$ cat src/rtl/ifetch_queue_if.sv
// Fetch-queue bus: CPU redirect, instruction-memory req/ack and CPU-facing head port.
// master = the fetch queue, slave = the CPU/memory environment around it.
interface ifetch_queue_if;
  logic        redirect;
  logic [31:0] redirect_pc;
  logic        imem_req;
  logic [31:0] imem_addr;
  logic        imem_ack;
  logic [31:0] imem_rdata;
  logic        i_valid;
  logic [31:0] i_datain;
  logic [31:0] i_pc;
  logic        i_ready;

  modport master (
    input  redirect, redirect_pc, imem_ack, imem_rdata, i_ready,
    output imem_req, imem_addr, i_valid, i_datain, i_pc
  );

  modport slave (
    output redirect, redirect_pc, imem_ack, imem_rdata, i_ready,
    input  imem_req, imem_addr, i_valid, i_datain, i_pc
  );
endinterface

$ cat src/rtl/ifetch_queue.sv
// Instruction fetch queue: sequential prefetch over req/ack into a small FIFO,
// flushed and refetched on a CPU redirect.
module ifetch_queue #(
  parameter int unsigned DEPTH    = 4,
  parameter logic [31:0] RESET_PC = 32'h0000_0000
) (
  input  logic          clock,
  input  logic          reset,
  ifetch_queue_if.master bus
);
  localparam int unsigned PTR_W = $clog2(DEPTH);
  localparam int unsigned CNT_W = PTR_W + 1;

  typedef enum logic [1:0] {IDLE, REQ, DROP} state_t;

  state_t             state;
  logic [31:0]        fetch_pc;
  logic [31:0]        req_addr;
  logic               req_q;
  logic [31:0]        pc_mem   [DEPTH];
  logic [31:0]        word_mem [DEPTH];
  logic [PTR_W-1:0]   rd_ptr;
  logic [PTR_W-1:0]   wr_ptr;
  logic [CNT_W-1:0]   count;

  logic               push_c;
  logic               pop_c;
  logic               has_room_c;
  logic [CNT_W-1:0]   count_nxt_c;

  // Redirect suppresses both push and pop; occupancy after this edge decides the next request.
  always_comb begin
    push_c      = (state == REQ) && bus.imem_ack && !bus.redirect;
    pop_c       = (count != '0) && bus.i_ready && !bus.redirect;
    count_nxt_c = count + CNT_W'(push_c) - CNT_W'(pop_c);
    has_room_c  = count_nxt_c < CNT_W'(DEPTH);
  end

  // Control: fetch FSM, pointers and occupancy.
  always_ff @(posedge clock) begin
    if (reset) begin
      state    <= IDLE;
      fetch_pc <= RESET_PC;
      req_addr <= RESET_PC;
      req_q    <= 1'b0;
      rd_ptr   <= '0;
      wr_ptr   <= '0;
      count    <= '0;
    end else if (bus.redirect) begin
      count    <= '0;
      rd_ptr   <= '0;
      wr_ptr   <= '0;
      fetch_pc <= {bus.redirect_pc[31:2], 2'b00};
      // An outstanding request must still complete; its data is thrown away.
      case (state)
        REQ, DROP: begin
          if (bus.imem_ack) begin
            state <= IDLE;
            req_q <= 1'b0;
          end else begin
            state <= DROP;
          end
        end
        default: state <= IDLE;
      endcase
    end else begin
      if (push_c) wr_ptr <= wr_ptr + PTR_W'(1);
      if (pop_c)  rd_ptr <= rd_ptr + PTR_W'(1);
      count <= count_nxt_c;
      case (state)
        IDLE: begin
          if (has_room_c) begin
            state    <= REQ;
            req_q    <= 1'b1;
            req_addr <= fetch_pc;
          end
        end
        REQ: begin
          if (bus.imem_ack) begin
            fetch_pc <= req_addr + 32'd4;
            if (has_room_c) begin
              req_addr <= req_addr + 32'd4;
            end else begin
              state <= IDLE;
              req_q <= 1'b0;
            end
          end
        end
        DROP: begin
          if (bus.imem_ack) begin
            state <= IDLE;
            req_q <= 1'b0;
          end
        end
        default: begin
          state <= IDLE;
          req_q <= 1'b0;
        end
      endcase
    end
  end

  // FIFO storage; contents are qualified by count, so no reset is needed.
  always_ff @(posedge clock) begin
    if (!reset && push_c) begin
      pc_mem[wr_ptr]   <= req_addr;
      word_mem[wr_ptr] <= bus.imem_rdata;
    end
  end

  always_comb begin
    bus.imem_req  = req_q;
    bus.imem_addr = req_addr;
    bus.i_valid   = (count != '0);
    bus.i_datain  = (count != '0) ? word_mem[rd_ptr] : 32'h0;
    bus.i_pc      = (count != '0) ? pc_mem[rd_ptr]   : 32'h0;
  end
endmodule

$ cat src/flat_wrapper.sv
// flat-port wrapper written by rule: the top's interface ports become plain ports
module ifetch_queue_flat 
#(
  parameter int unsigned DEPTH    = 4,
  parameter logic [31:0] RESET_PC = 32'h0000_0000
)
  (clock, reset, bus_redirect, bus_redirect_pc, bus_imem_ack, bus_imem_rdata, bus_i_ready, bus_imem_req, bus_imem_addr, bus_i_valid, bus_i_datain, bus_i_pc);
  ifetch_queue_if bus_i ();
  input  logic clock;
  input  logic reset;
  input wire logic [$bits(bus_i.redirect)-1:0] bus_redirect;
  input wire logic [$bits(bus_i.redirect_pc)-1:0] bus_redirect_pc;
  input wire logic [$bits(bus_i.imem_ack)-1:0] bus_imem_ack;
  input wire logic [$bits(bus_i.imem_rdata)-1:0] bus_imem_rdata;
  input wire logic [$bits(bus_i.i_ready)-1:0] bus_i_ready;
  output wire logic [$bits(bus_i.imem_req)-1:0] bus_imem_req;
  output wire logic [$bits(bus_i.imem_addr)-1:0] bus_imem_addr;
  output wire logic [$bits(bus_i.i_valid)-1:0] bus_i_valid;
  output wire logic [$bits(bus_i.i_datain)-1:0] bus_i_datain;
  output wire logic [$bits(bus_i.i_pc)-1:0] bus_i_pc;
  assign bus_i.redirect = bus_redirect;
  assign bus_i.redirect_pc = bus_redirect_pc;
  assign bus_i.imem_ack = bus_imem_ack;
  assign bus_i.imem_rdata = bus_imem_rdata;
  assign bus_i.i_ready = bus_i_ready;
  assign bus_imem_req = bus_i.imem_req;
  assign bus_imem_addr = bus_i.imem_addr;
  assign bus_i_valid = bus_i.i_valid;
  assign bus_i_datain = bus_i.i_datain;
  assign bus_i_pc = bus_i.i_pc;
  ifetch_queue #(.DEPTH(DEPTH), .RESET_PC(RESET_PC)) u_core (.clock(clock), .reset(reset), .bus(bus_i));
endmodule
$ cat config.mk
export PLATFORM = sky130hd
export DESIGN_NAME = ifetch_queue_flat
export DESIGN_NICKNAME = d
export VERILOG_FILES = /design/src/rtl/ifetch_queue_if.sv /design/src/rtl/ifetch_queue.sv /design/src/flat_wrapper.sv
export SDC_FILE = /design/constraint.sdc
export NUM_CORES = 1
export LEC_CHECK = 0
export ABC_CLOCK_PERIOD_IN_PS = 10600
export CELL_PAD_IN_SITES_DETAIL_PLACEMENT = 1
export CELL_PAD_IN_SITES_GLOBAL_PLACEMENT = 2
export CORE_ASPECT_RATIO = 1.25
export CORE_UTILIZATION = 35
export CTS_CLUSTER_DIAMETER = 50
export DETAILED_ROUTE_END_ITERATION = 7
export HOLD_SLACK_MARGIN = 0.05
export MAX_ROUTING_LAYER = met4
export PLACE_DENSITY_LB_ADDON = 0.3
export RECOVER_POWER = 25
export SLEW_MARGIN = 10
export SYNTH_ARGS = -nofsm -noshare
export SYNTH_HDL_FRONTEND = slang
export SYNTH_SLANG_ARGS = --single-unit
$ cat constraint.sdc
create_clock -name clock -period 10.6 [get_ports clock]
set_input_delay 2.12 -clock clock [delete_from_list [all_inputs] [get_ports clock]]
set_output_delay 2.12 -clock clock [all_outputs]
set_load 0.01 [all_outputs]
==> results of run 1 <==
==> synthesized netlist by cell type (6+ instances only) <==
cell and count:
a31oi_1 11, xnor2_1 19, or3_1 6, xor2_1 11
inv_1 19, and2_1 67, nand4_1 7, buf_2 11
ha_1 10, nand2_1 50, o21ai_0 35, mux4_2 64
edfxtp_1 256, o22ai_1 14, nor4_1 8, nor2b_1 12
clkbuf_1 51, nor3_1 15, nor2_1 51, dfxtp_1 76
a21oi_1 58, nand3_1 22, and3_1 30
==> flip-flops by register name, summed over array words and instances (netlist names), named ones only <==
register	count
u_core.bus.imem_addr	32
u_core.bus.imem_req	1
u_core.count	3
u_core.fetch_pc	32
u_core.pc_mem	128
u_core.rd_ptr	2
u_core.state	2
u_core.word_mem	128
u_core.wr_ptr	2
==> power groups by stage <==
stage / registers (mW) / clock network (mW) / logic [mW]
final: 1.44 / 1.26 / 0.147
after CTS: 1.44 / 1.30 / 0.151
after global routing: 1.44 / 1.34 / 0.162
after detailed placement: 1.47 / 0 / 0.151
after floorplan: 1.46 / 0 / 0.0743
after global placement: 1.46 / 0 / 0.149
==> metal layers <==
layer  share of wire  routed length (um)
met1            0.43               15100
met2            0.52               18100
met3           0.038                1320
met4           0.016                 564
met5               0                   0
==> final timing paths <==
check,cells after the start,to,slack (ns),startpoint
hold / removal,2,u_core.fetch_pc[0],0.46,u_core.fetch_pc[0]
hold reg to reg,2,u_core.fetch_pc[0],0.46,u_core.fetch_pc[0]
setup / recovery,13,u_core.bus.imem_addr[23],4.57,bus_redirect
setup reg to reg,11,u_core.bus.imem_addr[23],6.14,u_core.count[1]
==> critical path, cell delays in order <==
cell and delay [ns]:
clkdlybuf4s50_1 0.45, buf_4 0.42, inv_1 0.08, buf_4 0.24, and3_1 0.21, ha_1 0.28, inv_1 0.04, ha_1 0.20
fa_1 0.39, xor3_1 0.53, and3_1 0.89, nand2b_1 0.37, o32ai_1 0.21
==> cells by family (layout without fill, tap and decap cells) <==
logic type	count (synthesis)	count (layout)	synth area share
adder cells (fa/ha/maj)	11	11	0.0104
AND/OR/NAND/NOR	290	290	0.112
buffers and inverters	86	267	0.0246
AO/OA/AOI/OAI	156	156	0.0678
multiplexers	68	68	0.106
flip-flops	332	332	0.657
XOR/XNOR	32	32	0.0221
==> final cells by class <==
type | instances | area share
Sequential cell | 332 | 0.531
Inverter | 19 | 0.00411
Clock buffer | 46 | 0.0565
Tap cell | 498 | 0.0359
Multi-Input combinational cell | 557 | 0.258
Timing Repair Buffer | 180 | 0.101
Clock inverter | 22 | 0.0126
==> through the flow <==
step | setup WS (ns) | hold WS (ns) | cell area (um^2)
finish | 4.57 | 0.459 | 17300
global route | 4.23 | 0.474 | 17300
CTS | 4.45 | 0.460 | 17300
detailed placement | 3.91 | 0.452 | 16100
global placement | 3.99 | 0.444 | 16100
floorplan | 5.59 | 0.436 | 14000
==> flow_summary_export.csv, run 1 <==
group,metric,value,unit
status,status,"completed",
setup_path,startpoint_type,"input pin",
final_layout,register_area,0.00922,mm^2
clocking,path_clk_slew,0.06,ns
synthesis,async_reset_ff_frac,0,
final_layout,drive_gt1_frac,0.132,
clocking,clkLatencyLatePin,0.53,ns
power,power.density,164,mW/mm^2
flow_run,drv_cap,0,
place,finalWeightedCongestion,0.727,
clocking,ctsResizeCount,0,
routing,wire_per_inst,21.2,um
synthesis,synth_area_leader_cell,"edfxtp_1",
place,dpl.hpwl,20900,um
synthesis,yosys-top-cells-area,"edfxtp_1 (55%), dfxtp_1 (11%), mux4_2 (10%)",
routing,via_count,8696,
floorplanning,coreArea,0.0393,mm^2
synthesis,yosysSeqAreaShare,0.657,
final_layout,fin_cells,1654,
global_route,grt_pass1_vias,9168,
power,p_int,2.22,mW
routing,ant_nets,0,
global_route,grt-busiest-layer,"met2",
global_route,antenna_found_initial,0,
setup_path,crit_path_end_kind,"flip-flop",
worst_hold_path,min_path_type,"reg2reg",
timing,fmax,166,MHz
global_route,gr-total-overflow,0,
synthesis,ys_warn_count,0,
final_layout,final_util,0.441,
synthesis,netlist_instances,975,
synthesis,synth.distinct_cells,60,
final_layout,syn2layout_area_growth,23.8,%
final_layout,n_antenna_cell,0,
floorplanning,dieWidth,181,um
setup_path,cp_max_fo,40,
place,port-buffer-count,164,
final_layout,fill_cells,3998,
clocking,clockRootBuffer,"clkbuf_16",
timing,worstMarginPinSlew,1.05,ns
setup_path,critical_path_class,"in2reg",
global_route,grt_pass1_wl,54000,um
power,p_comb_frac,0.052,
global_route,grt.total_usage,0.179,
clocking,cts-hold-fix-buffers,0,
synthesis,syn-cell-area,0.0140,mm^2
synthesis,ys_ff_latch,332,
power,p_sw_frac,0.218,
routing,drtIter0Drc,456,
synthesis,avgSynthCellArea,14.4,um^2
clocking,cts_num_sinks,332,
power,p_clk_frac,0.443,
timing,fin_crit_sh,0.569,
setup_path,required,11.03,ns
clocking,cts_inserted_buffers,38,
power,pwr-share-seq,0.505,
final_layout,final_cell_mix,"edfxtp_1 (256), clkdlybuf4s50_1 (151), dfxtp_1 (74), and2_1 (67), mux4_2 (64)",
routing,via_per_inst,5.26,
synthesis,yosysTopAreaCellShare,0.549,
clocking,clk_path_buf_depth,3,
clocking,cts_tree,"done",
routing,drc,0,
timing,setup_viol,0,
routing,finalWirelength,35000,um
setup_path,worstPathArrival,6.45,ns
global_route,met1_usage,0.218,
floorplanning,io_pins,167,
power,power_leakage,5.63,nW
global_route,grt_max_degree,67,
power,p_switching,620,uW
timing,fin_crit,6.03,ns
timing,max_slew_margin,0.296,
synthesis,synth_edf_count,256,
clocking,htreeDepth,2,
floorplanning,die_area,0.0408,mm^2
place,place_inst,1586,
synthesis,syn_nets,1055,
timing,rsz0062_at_grt,"false",
floorplanning,die_height,226,um
clocking,postCtsSetupRepairBufs,0,
global_route,gr-usage-met3,0.0255,
timing,finalMaxSlewViolations,0,
routing,firstDrtPassIters,5,
timing,finalHoldViolations,0,
power,peakVddDrop,0.117,mV
final_layout,nets,1208,
timing,finalClockSkew,0.0182,ns
final_layout,multiInputGateArea,0.00448,mm^2
power,p_total,2.84,mW
global_route,gr-usage-met2,0.312,
floorplanning,start_util,0.356,
final_layout,layout_commonest_cell,"edfxtp_1",
timing,fin_setup_tns,0,ns
floorplanning,std_cell_rows,81,
synthesis,synth_ff_type,"edfxtp_1",
Power figures use the tool's default switching activity.
==> run 2, diff against run 1 <==
ABC_CLOCK_PERIOD_IN_PS = 6100   (was 10600)
clock period = 6.1 ns   (was 10.6 ns; I/O delays follow)
==> run 2 against run 1 <==
Against the previous run:
- register-to-register slack worse by 3.9 ns
- sequential share of layout area down 0.26 points
- clock skew up 0.0047 ns
- power up 75%
- worst hold slack better by 0.00071 ns
- largest cell class unchanged
==> flow_summary_export.csv, run 2 (synthesis gave the netlist of run 1 again) <==
group,metric,value,unit
setup_path,startpoint_type,"flip-flop",
timing,finalMaxSlewViolations,0,
routing,finalWirelength,35900,um
power,power.density,285,mW/mm^2
clocking,path_clk_slew,0.06,ns
setup_path,cp_max_fo,37,
timing,finalHoldViolations,0,
clocking,cts_inserted_buffers,38,
setup_path,crit_path_end_kind,"output pin",
status,status,"completed",
clocking,ctsResizeCount,0,
floorplanning,dieWidth,181,um
flow_run,drv_cap,0,
place,port-buffer-count,164,
place,finalWeightedCongestion,0.729,
global_route,grt_pass1_wl,55400,um
final_layout,n_antenna_cell,0,
global_route,grt_pass1_vias,9342,
floorplanning,start_util,0.356,
timing,fin_ws,1.78,ns
clocking,htreeDepth,2,
timing,fin_crit_sh,0.708,
routing,via_count,8730,
place,pre_cts_ws,1.42,ns
floorplanning,io_pins,167,
timing,fin_setup_tns,0,ns
timing,rsz0062_at_grt,"false",
worst_hold_path,min_path_type,"reg2reg",
clocking,cts_num_sinks,332,
setup_path,required,4.88,ns
setup_path,worstPathArrival,3.10,ns
final_layout,layout_commonest_cell,"edfxtp_1",
timing,fin_crit,4.32,ns
clocking,cts_tree,"done",
power,power_leakage,5.66,nW
global_route,gr-total-overflow,0,
final_layout,drive_gt1_frac,0.137,
floorplanning,std_cell_rows,81,
clocking,clockRootBuffer,"clkbuf_16",
power,peakVddDrop,0.167,mV
clocking,clkLatencyLatePin,0.54,ns
floorplanning,die_height,226,um
floorplanning,die_area,0.0408,mm^2
routing,ant_nets,0,
final_layout,syn2layout_area_growth,24.4,%
routing,drtIter0Drc,511,
timing,finalClockSkew,0.0230,ns
final_layout,nets,1209,
clocking,clk_path_buf_depth,3,
routing,wire_per_inst,21.7,um
final_layout,final_cell_mix,"edfxtp_1 (256), clkdlybuf4s50_1 (152), dfxtp_1 (74), and2_1 (67), mux4_2 (64)",
routing,firstDrtPassIters,4,
final_layout,reg.largest.list,"u_core.pc_mem x128, u_core.word_mem x128",
clocking,postCtsSetupRepairBufs,0,
place,dpl.hpwl,21800,um
clocking,cts-hold-fix-buffers,0,
global_route,grt_max_degree,67,
floorplanning,coreArea,0.0393,mm^2
routing,via_per_inst,5.27,
global_route,grt.total_usage,0.184,
timing,max_slew_margin,0.282,
timing,fmax,231,MHz
timing,worstMarginPinSlew,1.07,ns
timing,setup_viol,0,
global_route,antenna_found_initial,0,
routing,drc,0,
setup_path,critical_path_class,"reg2out",
run 2: cell count changes in the layout (fill, tap and decap cells not counted), moves of 2 or more:
cell	change
buf_12	+4
clkinv_2	+2
buf_4	-3
clkbuf_1	-2
inv_6	+2
clkinv_4	-3
clkbuf_8	+3
run 2: final timing paths:
check | depth (start not counted) | to | startpoint | slack (ns)
max | 4 | bus_i_datain[17] | flip-flop | 1.78
min reg2reg | 2 | u_core.fetch_pc[0] | u_core.fetch_pc[0] | 0.46
max reg2reg | 12 | u_core.bus.imem_addr[25] | u_core.count[1] | 2.20
min | 2 | u_core.fetch_pc[0] | u_core.fetch_pc[0] | 0.46
run 2: area by class of cell:
type	count	area, um^2
Fill cell	3973	21900
Inverter	19	71.3
Clock inverter	23	210
Tap cell	498	623
Sequential cell	332	9220
Clock buffer	47	1010
Timing Repair Buffer	181	1810
Multi-Input combinational cell	557	4490
run 2: layer usage:
layer  routed length, um  part of all wire  global-route usage  up-vias
met5                   0                 0                   -        -
met4                 813             0.023              0.0530        0
met3                1380             0.038              0.0231       51
met2               18200              0.51               0.322      194
met1               15500              0.43               0.223     4457
li1                    -                 -                   -     4028
run 2: stage by stage:
stage                     hold slack, ns  instance area [um^2]  instances  power, mW   util
final                              0.459                 17400       1657       4.97  0.443
after global routing               0.475                 17400       1657       5.13  0.443
after CTS                          0.462                 17400       1657       5.04  0.443
after detailed placement           0.454                 16200       1587       2.81  0.412
after global placement             0.443                 16200       1587       2.80  0.412
after floorplan                    0.436                 14000        975       2.66      -
run 2: where the power goes:
part / internal, mW / leakage [nW] / total (mW) / switching (mW)
Clock: 1.29 / 0.600 / 2.21 / 0.926
Combinational: 0.120 / 2.08 / 0.260 / 0.139
Sequential: 2.46 / 2.98 / 2.50 / 0.0401
Total: 3.86 / 5.66 / 4.97 / 1.11
run 2: worst max-delay path, stage by stage (launching register included):
cell             delay, ns
dfxtp_4               0.86
buf_4                 0.46
mux4_2                0.54
and2_1                0.20
clkdlybuf4s50_1       0.49
==> run 3, diff against run 2 <==
ABC_CLOCK_PERIOD_IN_PS = 3890   (was 6100)
clock period = 3.89 ns   (was 6.1 ns; I/O delays follow)
==> run 3 against run 2 <==
Against the previous run:
- non-clock buffer count increased by 26
- critical path depth increased by 8
- power increased by 58%
- critical path type is now reg2reg
- critical endpoint is now u_core.bus.imem_addr[25]
- largest power group unchanged
==> flow_summary_export.csv, run 3 (synthesis gave the netlist of run 1 again) <==
group,metric,value,unit
status,status,"completed",
global_route,gr-usage-met2,0.322,
clocking,cts-hold-fix-buffers,0,
setup_path,worstPathArrival,3.88,ns
clocking,clk_path_buf_depth,3,
final_layout,syn2layout_area_growth,26.3,%
routing,firstDrtPassIters,6,
global_route,gr-total-overflow,0,
timing,fin_setup_tns,0,ns
place,port-buffer-count,164,
power,power.density,443,mW/mm^2
setup_path,r2r_setup_slack,0.37,ns
timing,finalHoldViolations,0,
worst_hold_path,min_path_type,"reg2reg",
setup_path,required,4.25,ns
final_layout,register_area,0.00922,mm^2
floorplanning,die_height,226,um
global_route,grt-busiest-layer,"met2",
final_layout,fill_cells,3957,
final_layout,multiInputGateArea,0.00448,mm^2
place,finalWeightedCongestion,0.752,
clocking,clockRootBuffer,"clkbuf_16",
power,p_total,7.84,mW
setup_path,crit_end,"u_core.bus.imem_addr[25]",
final_layout,reg.largest.list,"u_core.pc_mem x128, u_core.word_mem x128",
timing,fin_crit,3.52,ns
timing,setup_viol,0,
global_route,gr-usage-met3,0.0261,
timing,fin_crit_sh,0.904,
global_route,grt_pass1_vias,9354,
final_layout,nets,1235,
floorplanning,start_util,0.356,
timing,max_slew_margin,0.448,
clocking,cts_num_sinks,332,
clocking,cts_tree,"done",
clocking,postCtsSetupRepairBufs,0,
setup_path,crit_start,"u_core.count[1]",
worst_hold_path,hp-start,"u_core.fetch_pc[1]",
floorplanning,io_pins,167,
flow_run,drv_cap,0,
routing,wire_per_inst,21.5,um
floorplanning,std_cell_rows,81,
clocking,path_clk_slew,0.06,ns
global_route,grt.total_usage,0.184,
clocking,clkLatencyLatePin,0.53,ns
clocking,ctsResizeCount,0,
floorplanning,die_area,0.0408,mm^2
place,dpl.hpwl,22900,um
routing,via_per_inst,5.24,
setup_path,cp_max_fo,6,
setup_path,r2r_start,"u_core.count[1]",
setup_path,r2r_end,"u_core.bus.imem_addr[25]",
routing,ant_nets,0,
global_route,grt_pass1_wl,55300,um
global_route,grt_max_degree,67,
floorplanning,coreArea,0.0393,mm^2
final_layout,final_cell_mix,"edfxtp_1 (256), clkdlybuf4s50_1 (150), dfxtp_1 (74), and2_1 (67), mux4_2 (64)",
routing,via_count,8815,
setup_path,reg2reg_depth,12,
floorplanning,dieWidth,181,um
timing,rsz0062_at_grt,"false",
routing,finalWirelength,36200,um
timing,worstMarginPinSlew,0.827,ns
global_route,antenna_found_initial,0,
timing,finalMaxSlewViolations,0,
power,peakVddDrop,0.243,mV
routing,drtIter0Drc,434,
timing,fmax,284,MHz
setup_path,crit_path_end_kind,"flip-flop",
final_layout,layout_commonest_cell,"edfxtp_1",
final_layout,drive_gt1_frac,0.154,
setup_path,startpoint_type,"flip-flop",
clocking,cts_inserted_buffers,38,
timing,finalClockSkew,0.0200,ns
power,power_leakage,5.79,nW
clocking,htreeDepth,2,
setup_path,critical_path_class,"reg2reg",
routing,drc,0,
global_route,met1_usage,0.223,
[run 3: changes by cell type in the layout (fill, tap and decap cells not counted), moves of 3 or more]
cell	previous run	this run
buf_12	4	10
clkbuf_1	6	9
clkinvlp_4	2	6
buf_4	13	29
[run 3: stage by stage]
step	hold slack, ns	util	instance area [um^2]	worst slack, ns	cells
after detailed placement	0.459	0.419	16500	-0.0839	1613
final	0.464	0.450	17700	0.373	1683
after global placement	0.442	0.419	16500	0.0244	1613
after floorplan	0.436	-	14000	0.227	975
after CTS	0.465	0.450	17700	0.351	1681
after global routing	0.501	0.450	17700	0.222	1681
[run 3: worst min path at each step]
stage | slack, ns | endpoint | depth (start not counted)
global placement | 0.44 | u_core.fetch_pc[1] | 2
detailed placement | 0.46 | u_core.fetch_pc[0] | 2
finish | 0.46 | u_core.fetch_pc[1] | 2
floorplan | 0.44 | u_core.fetch_pc[0] | 2
global route | 0.50 | u_core.fetch_pc[1] | 2
CTS | 0.47 | u_core.fetch_pc[0] | 2
[run 3: critical path, cell delays in order, from the launching register on]
cell and delay (ns):
dfxtp_1 0.36, or3_2 0.50, and3_1 0.23, ha_1 0.28
inv_1 0.04, ha_1 0.20, fa_1 0.40, xor3_1 0.48
and3_1 0.29, buf_4 0.16, and3_1 0.17, a21oi_1 0.14
o221ai_1 0.13
[run 3: layer usage]
layer  vias to the layer above  wire [um]
met4                         0        669
met3                        53       1430
li1                       4083          -
met5                         -          0
met2                       191      18500
met1                      4488      15600
[run 3: report_power, final]
part | switching (mW) | internal (mW)
Sequential | 0.0578 | 3.85
Combinational | 0.228 | 0.204
Clock | 1.45 | 2.05
[run 3: final cells by class]
type                       count  share of cell area
multi-input combinational    557               0.253
timing repair buffer         207               0.117
sequential                   332               0.521
clock buffer                  46              0.0584
antenna                        2            0.000283
inverter                      19             0.00403
tap                          498              0.0352
clock inverter                22              0.0110
